$ cat config.mk
export PLATFORM = sky130hd
export DESIGN_NAME = pulse_seq_ctrl
export DESIGN_NICKNAME = d
export VERILOG_FILES = /design/src/rtl/pulse_seq_ctrl.sv
export SDC_FILE = /design/constraint.sdc
export NUM_CORES = 1
export LEC_CHECK = 0
export BUFFER_PORTS_ARGS = -buffer_cell sky130_fd_sc_hd__buf_2
export CORE_UTILIZATION = 50
export DETAILED_ROUTE_END_ITERATION = 6
export PLACE_DENSITY = 0.67
export SLEW_MARGIN = 25
export SYNTH_ARGS = -nofsm -noshare
export SYNTH_HDL_FRONTEND = slang
export SYNTH_SLANG_ARGS = --single-unit
$ cat constraint.sdc
create_clock -name clk_div -period 6.87 [get_ports clk_div]
set_input_delay 0.687 -clock clk_div [delete_from_list [all_inputs] [get_ports clk_div]]
set_output_delay 0.687 -clock clk_div [all_outputs]
set_load 0.1 [all_outputs]
$ cat src/rtl/pulse_seq_ctrl.sv
// Pulse-train sequencer: replays a small table of generator configurations,
// handshaking each train through pg_start_o / pg_done_i, for a programmed number of passes.
module pulse_seq_ctrl #(
    parameter int DEPTH      = 8,
    parameter int ADDR_W     = 3,
    parameter int CLK_PER_US = 125
) (
    input  logic              clk_div,
    input  logic              rst,
    input  logic              cfg_we,
    input  logic [ADDR_W-1:0] cfg_addr,
    input  logic [10:0]       cfg_width,
    input  logic [10:0]       cfg_num,
    input  logic [15:0]       cfg_gap,
    input  logic [15:0]       cfg_hold,
    input  logic [ADDR_W:0]   seq_len,
    input  logic [7:0]        loop_cnt,
    input  logic              run_i,
    input  logic              abort_i,
    output logic [10:0]       pg_width_o,
    output logic [10:0]       pg_num_o,
    output logic [15:0]       pg_gap_o,
    output logic              pg_start_o,
    input  logic              pg_done_i,
    output logic              busy_o,
    output logic              seq_done_o,
    output logic [ADDR_W-1:0] cur_idx_o,
    output logic              err_o,
    output logic [2:0]        fsm_state
);

    // Generator handshake: pg_start_o is a level held for two cycles with pg_*_o already
    // stable; the generator answers with a single-cycle pg_done_i once the train has finished.
    typedef enum logic [2:0] {
        S_IDLE, S_LOAD, S_START, S_WAIT, S_HOLD, S_NEXT, S_DRAIN
    } state_t;

    localparam logic [ADDR_W:0] LEN_MAX  = (ADDR_W+1)'(DEPTH);
    localparam logic [6:0]      CYC_LAST = 7'(CLK_PER_US - 1);

    state_t            state;
    logic [53:0]       table_mem [DEPTH];
    logic [ADDR_W:0]   len_r;
    logic [7:0]        loop_r;
    logic [7:0]        pass_r;
    logic [ADDR_W-1:0] idx;
    logic [15:0]       hold_r;
    logic [6:0]        hold_cyc;
    logic [15:0]       hold_us;
    logic              start_ph;
    logic              pass_valid;

    logic [ADDR_W:0]   idx_inc;
    logic              wrap;
    logic [ADDR_W-1:0] idx_nxt;
    logic [7:0]        pass_inc;
    logic [53:0]       rd_entry;

    always_comb begin
        idx_inc  = {1'b0, idx} + 1'b1;
        wrap     = (idx_inc == len_r);
        idx_nxt  = wrap ? '0 : idx_inc[ADDR_W-1:0];
        pass_inc = (pass_r == 8'hFF) ? pass_r : pass_r + 8'd1;
        rd_entry = table_mem[(state == S_IDLE) ? '0 : idx_nxt];
    end

    // Table storage is deliberately outside reset so contents survive a sequencer reset.
    always_ff @(posedge clk_div) begin
        if (cfg_we && state == S_IDLE)
            table_mem[cfg_addr] <= {cfg_width, cfg_num, cfg_gap, cfg_hold};
    end

    always_ff @(posedge clk_div) begin
        if (rst) begin
            state      <= S_IDLE;
            pg_width_o <= '0;
            pg_num_o   <= '0;
            pg_gap_o   <= '0;
            pg_start_o <= 1'b0;
            seq_done_o <= 1'b0;
            err_o      <= 1'b0;
            len_r      <= '0;
            loop_r     <= '0;
            pass_r     <= '0;
            idx        <= '0;
            hold_r     <= '0;
            hold_cyc   <= '0;
            hold_us    <= '0;
            start_ph   <= 1'b0;
            pass_valid <= 1'b0;
        end else begin
            seq_done_o <= 1'b0;
            if (cfg_we && state != S_IDLE)
                err_o <= 1'b1;
            case (state)
                S_IDLE: begin
                    if (run_i && !abort_i) begin
                        if (seq_len == '0 || seq_len > LEN_MAX) begin
                            err_o <= 1'b1;
                        end else begin
                            err_o      <= 1'b0;
                            len_r      <= seq_len;
                            loop_r     <= loop_cnt;
                            idx        <= '0;
                            pass_r     <= '0;
                            pass_valid <= 1'b0;
                            {pg_width_o, pg_num_o, pg_gap_o, hold_r} <= rd_entry;
                            state      <= S_LOAD;
                        end
                    end
                end
                S_LOAD: begin
                    if (abort_i) begin
                        state <= S_IDLE;
                    end else if (pg_num_o == '0 || pg_gap_o == '0) begin
                        err_o <= 1'b1;
                        state <= S_NEXT;
                    end else begin
                        pass_valid <= 1'b1;
                        pg_start_o <= 1'b1;
                        start_ph   <= 1'b0;
                        state      <= S_START;
                    end
                end
                S_START: begin
                    if (abort_i) begin
                        pg_start_o <= 1'b0;
                        state      <= S_IDLE;
                    end else if (!start_ph) begin
                        start_ph <= 1'b1;
                    end else begin
                        pg_start_o <= 1'b0;
                        state      <= S_WAIT;
                    end
                end
                S_WAIT: begin
                    // A done coinciding with abort means nothing is left to drain.
                    if (pg_done_i) begin
                        hold_cyc <= '0;
                        hold_us  <= '0;
                        if (abort_i)
                            state <= S_IDLE;
                        else
                            state <= (hold_r == '0) ? S_NEXT : S_HOLD;
                    end else if (abort_i) begin
                        state <= S_DRAIN;
                    end
                end
                S_HOLD: begin
                    if (abort_i) begin
                        state <= S_IDLE;
                    end else if (hold_cyc == CYC_LAST) begin
                        hold_cyc <= '0;
                        if (hold_us == hold_r - 16'd1)
                            state <= S_NEXT;
                        else
                            hold_us <= hold_us + 16'd1;
                    end else begin
                        hold_cyc <= hold_cyc + 7'd1;
                    end
                end
                S_NEXT: begin
                    if (abort_i) begin
                        state <= S_IDLE;
                    end else begin
                        idx <= idx_nxt;
                        if (wrap && (!pass_valid || (loop_r != '0 && pass_inc == loop_r))) begin
                            pass_r     <= pass_inc;
                            pass_valid <= 1'b0;
                            seq_done_o <= 1'b1;
                            state      <= S_IDLE;
                        end else begin
                            if (wrap) begin
                                pass_r     <= pass_inc;
                                pass_valid <= 1'b0;
                            end
                            {pg_width_o, pg_num_o, pg_gap_o, hold_r} <= rd_entry;
                            state <= S_LOAD;
                        end
                    end
                end
                S_DRAIN: begin
                    if (pg_done_i)
                        state <= S_IDLE;
                end
                default: state <= S_IDLE;
            endcase
        end
    end

    assign busy_o    = (state != S_IDLE);
    assign cur_idx_o = idx;
    assign fsm_state = state;

endmodule

* Yosys cells after proc, flatten, opt, wreduce, memory -nomap -nowiden *
Memories as Yosys holds them, arrays and structs flattened.
Cells that the tools add are included.

storage, ports and cells
  memories kept = 1
  register bits = 108
  output and inout bits = 48
  input port bits = 75
  logic and storage cells = 168
  memory bits (writable) = 432

memory list
  name       words  bits a word  rd ports  clocked after memory_dff  write ports  RTL line  text
  table_mem  8      54           1         0                         1            42        logic [53:0] table_mem [DEPTH];

operators by class
  $lt $le $gt $ge = 1
  equal/unequal tests = 28
  add/subtract/negate cells = 5
  reductions and logical operators = 32
  bitwise logic cells = 2
  muxes and demuxes = 83

operators by type and width
  kind                     number
  $mux W16                 12
  $pmux W16 S2             3
  $mux W11                 8
  $mux W3                  18
  $mux W8                  6
  $pmux W11 S2             2
  $logic_not A16 Y1        2
  $mux W1                  23
  $ne A2 B2 Y1 const B     11
  $mux W7                  3
  $pmux W3 S7              1
  $add A16 B1 Y16 const B  1
  $eq A16 B16 Y1           1
  $pmux W8 S2              1
  $sub A16 B1 Y16 const B  1
  $ne A3 B3 Y1 const B     5
  $reduce_and A5 Y1        3
  $pmux W7 S2              1
  $reduce_and A7 Y1        2
  $reduce_and A4 Y1        3
  $logic_not A11 Y1        1
  $eq A3 B3 Y1 const B     3
  $add A8 B1 Y8 const B    1
  $eq A8 B8 Y1             1
  other kinds (23)         38

* Depth between registers and ports, before layout *
Gate-level depths: netlist of run 1.

  depth in word-level cells = 9
  depth in mapped cells = 13
  mapped depth without buffers = 10

* Worst setup path after synthesis of run 1 *
No wires, ideal clock.

  path type = register to register
  start = reg state[2], in the netlist fsm_state[2]
  end = mem table_mem[0][0] (enable)
  clock period less this slack = 5877 ps
  cell stages (with the launch flop) = 5
  setup time = 533 ps
  required time = 6337 ps
  arrival = 5344 ps
  setup slack = 993 ps
  buffers on the path = 1
  path through = dfxtp_1 -> clkbuf_1 -> nor3_2 -> nand3b_1 -> nor3_1

on the way
  longest elaborated chain between the ends = 4

ends and longest elaborated chain
  item                           RTL line  text
  start, declared                41        state_t state;
  start signal, assigned         144       state <= (hold_r == '0) ? S_NEXT : S_HOLD;
  $logic_not A3 Y1               69        if (cfg_we && state == S_IDLE)
  $logic_and A1 B1 Y1            69
  $mux W1                        69
  $mux W1 (implied by the code)  70        table_mem[cfg_addr] <= {cfg_width, cfg_num, cfg_gap, cfg_hold};
  end, declared                  42

Every way passes these cells.

* Worst setup path after layout of run 1 *
  start = reg state[1], in the netlist fsm_state[1]
  end = reg pg_num_o[3]

on the way
  longest elaborated chain between the ends = 6
  elaborated cells on any way between the ends = 15
  classes of those cells = 5 x eq/ne; 6 x mux; 3 x reduce/logical; 1 x memory

ends and longest elaborated chain
  item                         RTL line  text
  $logic_not A3 Y1             64, 95
  $mux W3                      64        rd_entry = table_mem[(state == S_IDLE) ? '0 : idx_nxt];
  $mem_v2 Z8 W54               --
  $mux W11 (on tied branches)  167, 98
  $mux W11 (on tied branches)  163, 97
  $pmux W11 S2                 95        case (state)
  end signal, assigned         107       {pg_width_o, pg_num_o, pg_gap_o, hold_r} <= rd_entry;
  end signal, assigned         177       {pg_width_o, pg_num_o, pg_gap_o, hold_r} <= rd_entry;
  end, declared                21        output logic [10:0] pg_num_o,

Several ways; a longest one is shown, not always the timed one. The select of a mux whose other input is x is not followed.
A chain may end at the register's enable or synchronous reset.

==> metrics.txt, run 1 <==
routed vias/inst=6.11; Final Core Density=58.0%; endpoints failing setup=0; initial antenna violation count=8; net switching power=around 0.0017 W; largest net degree at the start of global routing=76; largest family of logic cells by synthesized area=simple AND/OR/NAND/NOR gates; CTS Root Cell=clkbuf_16; Synth Area in Compound Gates=a little under a tenth; CP arrival=4.80 ns; top post-synthesis cells by area=edfxtp_1 (59%), dfxtp_1 (9.8%), nand2_1 (4.5%); adder-cell share of the synthesized area=0.341%; Vias=15,000; Final TNS setup=0 ns; CTS tree=yes; starting density of the core=around half; clock skew=0.0361 ns; period utilisation layout=62.1%; Worst-path clk slew=about 0.060 ns; Worst R2R Path Depth=8; post-layout min period=4.27 ns; Post-DRT Antenna Nets=0; post-synthesis xor/xnor area fraction=1.35%; grt ovf=0; min-delay src=loop_cnt[2]; nature of the critical path endpoint=flip-flop; Setup CP Type=flip-flop to flip-flop; Synth async-reset ratio=0%; clock share of power=between 40% and 50%; H-tree Lvls=2; Worst EP required=between 7 and 8 ns; Synth-to-Final Area Change=13.9%; cell taking the most area after synthesis=edfxtp_1; CP endpoint=pg_num_o[3]; DIE HEIGHT=roughly 210 microns; DP Area=23,300 sq um; Hold WC Path Type=input port to flip-flop; CTS Hold Buffers Added=0; WL/cell=approximately 23 microns; Clock Latency Late Sink=0.63 ns; post-synthesis sequential area ratio=68.8%; Die X=212 microns; top_reg_cell synth=edfxtp_1; Synthesized Nets=1,812; nets=1,910; Lkg Pwr=slightly above 8 nW; YS warnings=0; mean post-synth cell area=between 10 and 15 sq um; worst vdd rail ir drop=roughly 0.23 mV; Final GP Congestion=0.842; Post-Syn Instances=1,731; Hold Fails Final Rpt=0; RSZ-0062 raised after global routing=false; post-synthesis mux area share=3.23%; synthesized-area fraction occupied by and/or/nand/nor cells=14.3%; combinational power share=7.9%; clock sink count=540; Power Total=between 0.007 and 0.008 W; HPWL Detailed=31.2 mm; share of cells above drive strength 1=14.5%; total setup buffers inserted after CTS=0; row count=76; Synth Cell Area=22,000 sq um; Synth cell types=79; Clock Tree Buf Depth=3; # resized after CTS=0; Total GRT Usage=approximately a quarter; Worst R2R End=pg_num_o[3]; IO Pins=123; power per cell area=approximately 290 nW/um^2; Fill cells=about 3,400; fmax=234 MHz; Max-Cap Viols=0; port bufs=122; First-pass DRT Iterations=7; Synth top cells by count=edfxtp_1 (432), nand2_1 (265), nor2_1 (113); critical path fanouts, max=43; FF-to-FF Start=fsm_state[1]; core area=approximately 43,000 sq um; top-count cell post-synth=edfxtp_1; Int Pwr=between 0.005 and 0.006 W; register share of total power=50.7%; Slew Viols, Final=0; number of enable flip-flop cells after synthesis=between 400 and 500; First DRT Iteration DRCs=1,400; worst-margin pin slew=1.06 ns; outcome=finished, final reports clean; final design area excluding fillers=25,100 sq um; Critical Path Source Type=flip-flop; WL final=approximately 57 mm; residual DRC count=0; sw frac=about a quarter; Rel. slew slack=29.1%; flop2flop setup slack=2.60 ns; Synth Register Bits=540; vias in the first global route=14,400; die area=44,900 sq um; Critical Path Start=fsm_state[1]; Synth top area share=58.9%; first-pass GRT wire length=86.0 mm; Num CTS Buffers=55
-- registers in the layout, summed over array words and instances (netlist names), 3 cells and up --
name	count
cur_idx_o	3
fsm_state	3
hold_cyc	7
hold_r	16
hold_us	16
len_r	4
loop_r	8
pass_r	8
pg_gap_o	16
pg_num_o	11
pg_width_o	11
table_mem	432
-- stage by stage --
step                      cells  hold WS, ns  setup WS (ns)
after CTS                  2459        0.288           2.65
final                      2461        0.321           2.60
after floorplan            1731        0.458          0.993
after global placement     2354        0.447           2.66
after global routing       2460        0.320           2.35
after detailed placement   2357        0.461           2.64
-- logic make-up after synthesis --
| family | count (synthesis) |
|---|---|
| and+or+nand+nor | 664 |
| xor gates and xnor gates | 34 |
| AOI/OAI and AO/OA | 291 |
| DFF | 540 |
| buffers and inverters | 125 |
| adders and majority gates | 6 |
| muxes | 71 |
-- worst max-delay path, cell delays in order (launching register included) --
cell       delay, ns
dfxtp_1         0.51
nor3_2          0.63
inv_2           0.18
nor2_2          0.81
nor2_1          0.28
a31oi_4         0.53
buf_4           0.68
o2111ai_1       0.26
o31ai_1         0.27
-- power by group through the flow --
stage	logic, W	clock network (W)	registers, W
2_1_floorplan	0.000280	0	0.00382
3_3_place_gp	0.000554	0	0.00373
5_1_grt	0.000611	0.00314	0.00367
3_5_place_dp	0.000567	0	0.00373
4_1_cts	0.000570	0.00302	0.00366
6_report	0.000574	0.00299	0.00367
-- per-layer routing --
metal  wire (microns)  track usage [%]  part of all wire (%)
met5               70                0                  0.12
met4             1460             8.20                   2.6
met1            24400             35.7                    43
met3             4810             4.52                   8.4
met2            26200             40.6                    46
-- area by class of cell --
type                            instances  area (sq um)  share of cell area, %
Tap cell                              585           732                   2.92
Inverter                               18          67.6                  0.269
Clock inverter                         35           378                   1.51
Sequential cell                       540         15100                   60.4
Antenna cell                            2          5.00                 0.0200
Multi-Input combinational cell       1066          6460                   25.8
Clock buffer                           67          1430                   5.71
Timing Repair Buffer                  148           868                   3.46
-- layout by cell type, fill, tap and decap left out, types with 4 or more instances in the layout --
cell,n
a211oi_1,5
a21oi_1,69
a31oi_1,9
a32oi_1,55
and3_1,7
and4_1,5
buf_2,121
buf_4,24
bufinv_16,6
clkbuf_1,11
clkbuf_16,55
clkinv_1,10
clkinv_2,12
dfxtp_1,108
edfxtp_1,432
ha_1,6
inv_1,17
mux2i_1,71
nand2_1,264
nand2b_1,9
nand3_1,62
nand3b_1,25
nand4_1,45
nor2_1,105
nor2_4,7
nor2b_1,5
nor3_1,66
nor3b_1,4
nor4_1,9
nor4b_1,4
o2111ai_1,22
o211ai_1,4
o21ai_0,25
o22ai_1,34
o31ai_1,23
or2_2,6
or3_1,15
or4_1,4
xnor2_1,17
xor2_1,16
-- how the worst min path moves through the flow --
stage / end / cells past startpoint
3_3_place_gp: pg_start_o / 2
2_1_floorplan: hold_cyc[6] / 2
5_1_grt: table_mem[7][31] / 1
4_1_cts: table_mem[4][41] / 1
3_5_place_dp: pg_start_o / 2
6_report: loop_r[2] / 3
Note: power is estimated with default switching activity, not from simulation.
==> run 2, diff against run 1 <==
--- a/config.mk
+++ b/config.mk
@@ -8,7 +8,7 @@
 export BUFFER_PORTS_ARGS = -buffer_cell sky130_fd_sc_hd__buf_2
 export CORE_UTILIZATION = 50
 export DETAILED_ROUTE_END_ITERATION = 6
-export PLACE_DENSITY = 0.67
+export PLACE_DENSITY = 0.7
 export SLEW_MARGIN = 25
 export SYNTH_ARGS = -nofsm -noshare
 export SYNTH_HDL_FRONTEND = slang
==> constraint.sdc (replaced) <==
create_clock -name clk_div -period 3.6 [get_ports clk_div]
set_input_delay 0.36 -clock clk_div [delete_from_list [all_inputs] [get_ports clk_div]]
set_output_delay 0.36 -clock clk_div [all_outputs]
set_load 0.1 [all_outputs]
==> run 2 against run 1 <==
- global-route usage is 0.11 points higher
- non-clock buffer count is 66 higher
- worst setup slack worse by 2.3 ns
- flip-flop and latch count stayed put
==> metrics.txt, run 2 (synthesized netlist as in run 1, its figures left out) <==
Largest Register=table_mem; largest net degree at the start of global routing=84 (+11%); Slew Viols, Final=0 (unchanged); port bufs=122 (unchanged); Rel. slew slack=38.9% (+9.8 points); Lkg Pwr=8.59 nW (+4.2%); hold slack=0.0220 ns (-0.299 ns); Max-Cap Viols=0 (unchanged); Clock Tree Buf Depth=3 (unchanged); Die X=212 microns (unchanged); combinational power share=8.6% (+0.7 points); IO Pins=123 (unchanged); Final GP Congestion=0.883 (+4.9%); grt ovf=0 (unchanged); Worst-path clk slew=0.06 ns (about the same); HPWL Detailed=31.3 mm (+0.27%); endpoints failing setup=0 (unchanged); clock sink count=540 (unchanged); post-layout min period=3.29 ns (-0.975 ns); nets=1,976 (+3.5%); outcome=finished, final reports clean; CTS tree=yes; clock skew=0.0366 ns (+0.000490 ns); RSZ-0062 raised after global routing=false; Critical Path Source Type=flip-flop; First DRT Iteration DRCs=1,628 (+16%); clock share of power=40.7% (-0.6 points); fmax=304 MHz (+30%); Total GRT Usage=25.6% (+0.11 points); Fill cells=3,312 (-3.3%); period utilisation layout=91.5% (+29 points); CP Cell Sequence=ha_1 > xor2_1 > or2_2 > a211o_1 > nand3_1 > and2_2 > buf_12 > nand3_1 > nand4_1 > a21oi_1; Hold WC Path Type=input port to flip-flop; sw frac=24.2% (+0.031 points); share of cells above drive strength 1=14.9% (+0.48 points); power per cell area=533 nW/um^2 (+85%); commonest non-fill, non-tap cell in the layout=edfxtp_1; Post-DRT Antenna Nets=0 (unchanged); WL final=56.5 mm (-0.84%); Hold Fails Final Rpt=0 (unchanged); row count=76 (unchanged); Num CTS Buffers=55 (unchanged); starting density of the core=50.9% (unchanged); vias in the first global route=14,800 (+2.8%); slowest CP cell=and2_2; most frequent cells in the layout=edfxtp_1 (432), nand2_1 (264), buf_2 (121); die area=44,900 sq um (unchanged); first-pass GRT wire length=86.4 mm (+0.44%); nature of the critical path endpoint=flip-flop; Most Frequent Cell on Critical Path=nand3_1; Critical path buffers and inverters=1 (-1); worst-margin pin slew=0.908 ns (-0.156 ns); CP arrival=3.77 ns (-1.03 ns); Worst EP required=4.07 ns (-3.34 ns); WL/cell=22.3 microns (-3.5%); critical path's largest stage delay=0.47 ns (-0.34 ns); net switching power=0.00334 W (+91%); DIE HEIGHT=212 microns (unchanged); initial antenna violation count=3 (-5); Top Family by Delay on Critical Path=simple AND/OR/NAND/NOR gates; DP Area=23,600 sq um (+1.4%); core area=43,300 sq um (unchanged); CTS Root Cell=clkbuf_16; critical path fanouts, max=32 (-26%); Clock Latency Late Sink=0.62 ns (about the same); max reg flops=432 (unchanged); final design area excluding fillers=25,900 sq um (+3.3%); First-pass DRT Iterations=6 (-1); Int Pwr=0.0105 W (+91%); Vias=15,200 (+1.2%); H-tree Lvls=2 (unchanged); residual DRC count=0 (unchanged); routed vias/inst=6.02 (-1.5%); register share of total power=50.7% (about the same); Setup CP Type=flip-flop to flip-flop; worst vdd rail ir drop=0.624 mV (+180%); Synth-to-Final Area Change=17.6%
==> run 2: worst paths after layout <==
path                                    from              end  slack (ns)  depth (start not counted)
worst max register to register  cur_idx_o[0]    pg_width_o[8]        0.31                         10
worst max-delay path            cur_idx_o[0]    pg_width_o[8]        0.31                         10
worst min register to register    pg_start_o       pg_start_o        0.46                          2
worst min-delay path             cfg_hold[5]  table_mem[1][5]        0.02                          1
==> run 2: what timing repair did <==
item,4_1_cts,5_1_grt
endpoints found under the hold margin,302,0
buffers inserted,0,0
gates resized for setup,0,1
hold buffers,50,0
setup endpoints to repair,0,13
==> run 2: final cells by class <==
class | count | area [sq um] | share of cell area (%)
Timing Repair Buffer | 214 | 1680 | 6.50
Tap cell | 585 | 732 | 2.83
Sequential cell | 540 | 15100 | 58.5
Antenna cell | 2 | 5.00 | 0.0193
Inverter | 18 | 67.6 | 0.261
Clock buffer | 72 | 1470 | 5.68
Multi-Input combinational cell | 1066 | 6470 | 25.0
Clock inverter | 31 | 328 | 1.27
==> run 2: per-layer routing <==
layer	part of all wire (%)	routed length [microns]	global-route usage (%)
met5	0.046	26	0
met1	42	23500	35.3
met2	47	26400	41.4
met4	2.4	1350	8.32
met3	9.3	5230	4.51
==> run 2: through the flow <==
stage | power [W] | worst slack (ns) | utilization [%] | setup TNS [ns] | cells
2_1_floorplan | 0.00783 | -0.834 | - | -334.86 | 1731
6_report | 0.0138 | 0.305 | 59.8 | 0 | 2528
3_3_place_gp | 0.00822 | 0.335 | 54.5 | 0 | 2373
4_1_cts | 0.0139 | 0.183 | 59.8 | 0 | 2526
5_1_grt | 0.0142 | 0.109 | 59.8 | 0 | 2527
3_5_place_dp | 0.00825 | 0.283 | 54.5 | 0 | 2373
==> run 2: power groups by stage <==
stage	registers, W	clock network [W]	logic [W]
floorplan	0.00729	0	0.000535
global placement	0.00712	0	0.00111
detailed placement	0.00712	0	0.00113
CTS	0.00699	0.00569	0.00118
global route	0.00700	0.00593	0.00127
finish	0.00699	0.00561	0.00119
